File: src/rtl/mips_regfile_pkg.sv
// Shared constants and encodings for the MIPS register file slice.
// Optional feature macro: REGFILE_BYPASS_EN (same-edge write-to-read forwarding).
package mips_regfile_pkg;

  localparam int unsigned NUM_REGS = 32;
  localparam int unsigned DATA_W   = 32;
  localparam int unsigned ALU_W    = 64;
  localparam int unsigned REG_AW   = 5;

  localparam logic [REG_AW-1:0] ZERO_REG = 5'd0;
  localparam logic [REG_AW-1:0] RA_REG   = 5'd31;
  localparam logic [REG_AW-1:0] V0_REG   = 5'd2;

  // Destination register select
  typedef enum logic [1:0] {
    DST_RT   = 2'b00,
    DST_RD   = 2'b01,
    DST_RA   = 2'b10,
    DST_NONE = 2'b11
  } wdst_e;

  // Write-data source select
  typedef enum logic [2:0] {
    SEL_ALU  = 3'b000,
    SEL_MEM  = 3'b001,
    SEL_PC8  = 3'b010,
    SEL_HI   = 3'b011,
    SEL_LO   = 3'b100
  } wsel_e;

  // Return address for link instructions; wraps naturally at 2^32.
  function automatic logic [DATA_W-1:0] pc_plus8(input logic [DATA_W-1:0] pc);
    return pc + 32'd8;
  endfunction

endpackage

File: src/rtl/mips_hilo.sv
// Hi/Lo multiply-divide result registers with independent load enables.
module mips_hilo
  import mips_regfile_pkg::*;
(
  input  logic              clk,
  input  logic              reset,
  input  logic              hi_en_i,
  input  logic              lo_en_i,
  input  logic [ALU_W-1:0]  alu_i,
  output logic [DATA_W-1:0] hi_o,
  output logic [DATA_W-1:0] lo_o
);

  logic [DATA_W-1:0] hi_q, hi_d;
  logic [DATA_W-1:0] lo_q, lo_d;

  // Next-state: load upper/lower ALU halves when enabled, otherwise hold
  always_comb begin
    hi_d = hi_q;
    lo_d = lo_q;
    if (hi_en_i) begin
      hi_d = alu_i[63:32];
    end else begin
      hi_d = hi_q;
    end
    if (lo_en_i) begin
      lo_d = alu_i[31:0];
    end else begin
      lo_d = lo_q;
    end
  end

  // Hi/Lo state registers with synchronous clear
  always_ff @(posedge clk) begin
    if (reset) begin
      hi_q <= {DATA_W{1'b0}};
      lo_q <= {DATA_W{1'b0}};
    end else begin
      hi_q <= hi_d;
      lo_q <= lo_d;
    end
  end

  assign hi_o = hi_q;
  assign lo_o = lo_q;

endmodule

File: src/rtl/mips_regfile.sv
// MIPS 32x32 general-purpose register file with registered two-port read,
// write-data/destination muxing, Hi/Lo registers and a debug V0 view.
// Optional feature macro: REGFILE_BYPASS_EN -- when defined, a write on the
// same edge as a read of the same (non-zero) register is forwarded into the
// read outputs; when undefined, reads see the pre-edge contents.
module mips_regfile
  import mips_regfile_pkg::*;
(
  input  logic        clk,
  input  logic        reset,
  input  logic [31:0] Instruction,
  input  logic        RegWriteEn,
  input  logic        RegReadEn,
  input  logic        HiEn,
  input  logic        LoEn,
  input  logic [1:0]  RegWriteDst,
  input  logic [2:0]  RegWriteDataSel,
  input  logic [31:0] RegPC,
  input  logic [31:0] ReadOutMem,
  input  logic [63:0] ALU,
  input  logic        Verify,
  output logic [31:0] RegOutput1,
  output logic [31:0] RegOutput2,
  output logic [31:0] V0
);

  logic [DATA_W-1:0] gpr_q [NUM_REGS];
  logic [DATA_W-1:0] rd1_q, rd1_d;
  logic [DATA_W-1:0] rd2_q, rd2_d;
  logic [DATA_W-1:0] hi_s, lo_s;
  logic [DATA_W-1:0] wr_data_s;
  logic [DATA_W-1:0] v0_s;
  logic [REG_AW-1:0] rs_s, rt_s, rd_s, wr_addr_s;
  logic              wr_en_s;
  logic              unused_s;

  assign rs_s = Instruction[25:21];
  assign rt_s = Instruction[20:16];
  assign rd_s = Instruction[15:11];

  // Opcode/funct/shamt fields are decoded elsewhere in the pipeline
  assign unused_s = ^{Instruction[31:26], Instruction[10:0]};

  mips_hilo u_hilo (
    .clk     (clk),
    .reset   (reset),
    .hi_en_i (HiEn),
    .lo_en_i (LoEn),
    .alu_i   (ALU),
    .hi_o    (hi_s),
    .lo_o    (lo_s)
  );

  // Destination decode; writes aimed at $0 are dropped here so $0 stays zero
  always_comb begin
    wr_addr_s = ZERO_REG;
    wr_en_s   = 1'b0;
    case (RegWriteDst)
      DST_RT:   wr_addr_s = rt_s;
      DST_RD:   wr_addr_s = rd_s;
      DST_RA:   wr_addr_s = RA_REG;
      DST_NONE: wr_addr_s = ZERO_REG;
      default:  wr_addr_s = ZERO_REG;
    endcase
    if (RegWriteEn && (RegWriteDst != DST_NONE) && (wr_addr_s != ZERO_REG)) begin
      wr_en_s = 1'b1;
    end else begin
      wr_en_s = 1'b0;
    end
  end

  // Write-data source mux; Hi/Lo sources are the pre-edge register values
  always_comb begin
    wr_data_s = {DATA_W{1'b0}};
    case (RegWriteDataSel)
      SEL_ALU: wr_data_s = ALU[31:0];
      SEL_MEM: wr_data_s = ReadOutMem;
      SEL_PC8: wr_data_s = pc_plus8(RegPC);
      SEL_HI:  wr_data_s = hi_s;
      SEL_LO:  wr_data_s = lo_s;
      default: wr_data_s = {DATA_W{1'b0}};
    endcase
  end

  // Read next-state: sample rs/rt when enabled, otherwise hold
  always_comb begin
    rd1_d = rd1_q;
    rd2_d = rd2_q;
    if (RegReadEn) begin
`ifdef REGFILE_BYPASS_EN
      if (wr_en_s && (wr_addr_s == rs_s)) begin
        rd1_d = wr_data_s;
      end else begin
        rd1_d = gpr_q[rs_s];
      end
      if (wr_en_s && (wr_addr_s == rt_s)) begin
        rd2_d = wr_data_s;
      end else begin
        rd2_d = gpr_q[rt_s];
      end
`else
      rd1_d = gpr_q[rs_s];
      rd2_d = gpr_q[rt_s];
`endif
    end else begin
      rd1_d = rd1_q;
      rd2_d = rd2_q;
    end
  end

  // GPR array and read registers; reset overrides any write/read on the edge
  always_ff @(posedge clk) begin
    if (reset) begin
      for (int i = 0; i < NUM_REGS; i++) begin
        gpr_q[i] <= {DATA_W{1'b0}};
      end
      rd1_q <= {DATA_W{1'b0}};
      rd2_q <= {DATA_W{1'b0}};
    end else begin
      if (wr_en_s) begin
        gpr_q[wr_addr_s] <= wr_data_s;
      end
      rd1_q <= rd1_d;
      rd2_q <= rd2_d;
    end
  end

  // Debug view of $v0, gated by Verify
  always_comb begin
    v0_s = {DATA_W{1'b0}};
    if (Verify) begin
      v0_s = gpr_q[V0_REG];
    end else begin
      v0_s = {DATA_W{1'b0}};
    end
  end

  assign RegOutput1 = rd1_q;
  assign RegOutput2 = rd2_q;
  assign V0         = v0_s;

endmodule

File: config.mk
export PLATFORM = sky130hd
export DESIGN_NAME = mips_regfile
export DESIGN_NICKNAME = d
export VERILOG_FILES = /design/src/rtl/mips_regfile_pkg.sv /design/src/rtl/mips_hilo.sv /design/src/rtl/mips_regfile.sv
export SDC_FILE = /design/constraint.sdc
export NUM_CORES = 2
export LEC_CHECK = 0
export ABC_AREA = 1
export ABC_CLOCK_PERIOD_IN_PS = 3900
export CORE_ASPECT_RATIO = 1.4
export CORE_MARGIN = 4
export CORE_UTILIZATION = 47
export DETAILED_ROUTE_END_ITERATION = 10
export SLEW_MARGIN = 20
export SYNTH_ARGS = -nofsm -noshare
export SYNTH_HDL_FRONTEND = slang
export SYNTH_HIERARCHICAL = 1
export SYNTH_SLANG_ARGS = --single-unit
File: constraint.sdc
create_clock -name clk -period 3.9 [get_ports clk]
set_input_delay 0.78 -clock clk [delete_from_list [all_inputs] [get_ports clk]]
set_output_delay 0.78 -clock clk [all_outputs]
set_load 0.05 [all_outputs]
==> impl.org <==
** Placed design
- In this run the tool buffered the top-level ports with 250 buffer cells.
- At the end of routability-driven placement, the weighted congestion stood at between 0.9 and 1.
- Detail Placement HPWL :: 151000 um
- Counting tap cells, the placed design contains a total of 9921 instances.

** Clock network
- Clock tree from TritonCTS :: built
- Maximum clock insertion buffer count :: 3
- Post-CTS resize count :: 0
- Buffers inserted during clock tree synthesis total 116.
- Buffers inserted to repair hold after CTS numbered 0.
- Post-CTS setup buffer count :: 0
- CTS Root Buffer Type :: clkbuf_16
- Clock-pin slew was measured on the worst setup and hold paths at 0.06 ns.
- Later-pin clock latency in the skew report :: between 0.7 and 0.8 ns
- Counting every sink on the clock net gives 1152.
- CTS built an H-tree with a depth of 3.

** Global route
- Congestion Overflow GR :: 0
- Pin count of the biggest net entering global routing :: 115
- For this run, global-route usage on met2 was measured as between 50% and 60%.
- Wire length of the first global-routing pass :: 350000 um
- Global-route usage over all layers :: approximately a third
- Number of global-route vias before repair :: 58000
- Antenna violations before repair :: 5
- Global routing consumed, on the met1 layer, 39.0% of the routing resources.
- Gr busiest metal :: met2
- Met3 demand-to-capacity share in global routing :: 5.17%

** Critical path
- STA classifies the critical path endpoint as an output port.
- Of all nets on the critical path, the largest fanout is 18.
- In this design, the stage delay of the slowest critical-path cell is a little over 0.8 ns.
- Master of the slowest instance on the critical path :: clkdlybuf4s50_1
- CP delay by family, top :: buffers and inverters
- Arrival time at the worst endpoint :: 2.48 ns
- Crit path buffers/inverters :: 4
- At the worst endpoint, the required time is 3.12 ns.
- Cells along the critical path :: buf_2 -> buf_4 -> nand2_1 -> inv_1 -> clkdlybuf4s50_1
- STA classifies the critical path startpoint as a primary input.
- Critical Setup Path Class :: primary input to output port

** Run status
- Outcome :: finished clean

** Detailed routing
- Vias/cell :: 5.90
- Drt first pass iters :: 6
- Total via count in the routed design :: 59900
- DR DRC count :: 0
- Antenna-violating nets left :: 0
- After detailed routing, the average wire length per cell comes to ~23 um.
- For this block, the routed nets add up to 236000 um of wire.
- The first routing iteration left 6890 violations.

** Synthesis
- Counting flops with an async set or reset pin after synthesis yields a share of 0%.
- Average size of a mapped cell :: 7.75 um^2
- EDFF count, synth :: 1024
- In the synthesized netlist the dominant register cell turns out to be edfxtp_1.
- Number of instances in the synthesized netlist :: 8322
- Fraction of synthesized cell area taken by the top area cell type :: between 40% and 50%
- Synth cell count leaders :: nand2_1, nand3_1, edfxtp_1
- Mapped Area :: 64500 um^2
- Distinct cell type count after synthesis :: 41
- The Yosys step of the flow raised 6 warnings.
- Of the synthesized area, sequential elements account for 51.7%.
- The largest total area in the synthesized netlist belongs to edfxtp_1.
- In the post-synthesis netlist, the cell with the most instances is nand2_1.
- In this run, synthesis produced a sequential element count of ~1200.
- In the post-synthesis netlist, the biggest area contributors are edfxtp_1, nand2_1, nand3_1.

** STA
- Measured against its own limit, the worst slew margin works out to 35.2%.
- Setup violations remaining at the end of the flow were counted as 0.
- The number of endpoints with negative hold slack in the final report was 0.
- Maximum achievable frequency :: 0.306 GHz
- The clock arrives with 0.0249 ns of skew.
- Transition at the pin with the smallest max-transition slack :: about 0.97 ns
- In the final timing run, aggregate negative setup slack is 0 ns.
- The final max-slew violation count is 0.
- Minimum hold slack :: about 0.47 ns
- Setup repair after global routing missed its margin :: no
- Final period utilization :: 83.7%
- Post-route minimum period :: around 3.3 ns

** Die
- The die covers ~140000 um^2.
- Number of rows in the core area :: 160
- IO Pins :: 268
- Measured along the y axis, the die boundary spans approximately 450 um.
- Core region area :: 136000 um^2
- Measured along the x axis, the die boundary spans 321 um.
- Once the floorplan was initialized, standard cells occupied 47.4% of the core.

** Final layout
- The net count of the finished layout is 8431.
- The post-route netlist has roughly 7.5% of its cells at a drive strength greater than 1.
- Final cell count without fillers :: 10100
- Area Overhead vs Synth :: 13.2%
- After filler insertion, the fill cell instance count of the layout stands at about 13000.

** Power
- IR analysis of the VDD net gives a maximum drop of between 300 and 400 uV.
- For this design the static power due to leakage is 29.7 nW.
- PD cells :: 413 nW/um^2

** Worst hold path
- The tightest min-delay check is of the register to register type.

** Flow run
- The tool flagged a number of max-cap violations equal to 0.
-- layer usage --
| metal | vias to the layer above | wire [um] |
|---|---|---|
| met5 | - | 27 |
| met4 | 4 | 12300 |
| met3 | 783 | 23500 |
| met2 | 3653 | 115000 |
| met1 | 28100 | 85200 |
| li1 | 27300 | - |
-- cell families after synthesis --
group           share of synthesized area [%]
simple gates                             36.2
flops                                    51.7
buf+inv                                  7.29
compound gates                           4.83
xor+xnor                               0.0136
fa+ha+maj                              0.0194
other cells                           0.00582
-- path summary, 6_finish.rpt --
path | slack [ns] | endpoint | start | cells after the start
max | 0.64 | V0[4] | Verify | 5
max reg2reg | 2.09 | gpr_q[15][7] | u_hilo/lo_o[7] | 6
min reg2reg | 0.47 | u_hilo/hi_o[19] | u_hilo/hi_o[19] | 2
min | 0.47 | u_hilo/hi_o[19] | u_hilo/hi_o[19] | 2
-- state kept, by name, summed over array words and instances, names as in the netlist --
signal,cells
RegOutput2,32
u_hilo/hi_o,32
u_hilo/lo_o,32
gpr_q,1024
RegOutput1,32
-- placed cells by master (no fill, tap or decap), types with 9 or more instances in the layout --
cell	netlist	routed
edfxtp_1	1024	1024
buf_12	0	82
dfxtp_1	128	128
clkinv_2	0	25
nor2_2	18	19
clkdlybuf4s50_1	0	235
conb_1	1	32
inv_1	303	297
nand3_1	1738	1738
clkbuf_16	0	121
a221oi_4	0	9
clkbuf_1	440	23
a21oi_1	391	391
inv_2	44	42
buf_4	5	178
nor2_4	24	24
a21oi_2	20	20
nor2_1	691	690
nand2_1	3044	3019
o21ai_0	100	100
clkinv_1	0	21
nand2_2	1	26
-- power breakdown --
group / leakage, nW / total [mW] / internal (mW) / switching [mW]
clock network: 1.85 / 11.3 / 6.31 / 5.00
registers: 11.4 / 14.3 / 14.0 / 0.290
logic: 16.4 / 4.60 / 1.32 / 3.28
total: 29.7 / 30.2 / 21.6 / 8.57
-- area by class of cell --
class	count	area (um^2)	share of cell area, %
Antenna cell	1	2.50	0.00343
Timing Repair Buffer	508	5470	7.49
Multi-Input combinational cell	6132	26900	36.8
Inverter	348	1350	1.85
Sequential cell	1152	33300	45.6
Clock inverter	67	553	0.758
Tap cell	1782	2230	3.05
Clock buffer	151	3210	4.40
-- per-stage QoR --
step / total power, mW / area, um^2 / worst slack (ns) / utilization (%)
after detailed placement: 19.0 / 69200 / 0.260 / 50.8
after global placement: 18.9 / 69200 / 0.265 / 50.8
after CTS: 30.2 / 73000 / 0.613 / 53.6
after global routing: 31.1 / 73000 / 0.555 / 53.6
final: 30.2 / 73000 / 0.637 / 53.6
after floorplan: 17.2 / 64600 / 0.765 / -
-- worst min-delay path: cells and delay by family (launching register included) --
kind / cells / cell delay, ns
flops: 1 / 0.31
simple gates: 2 / 0.13
No activity file was read; power rests on OpenSTA's default activity.
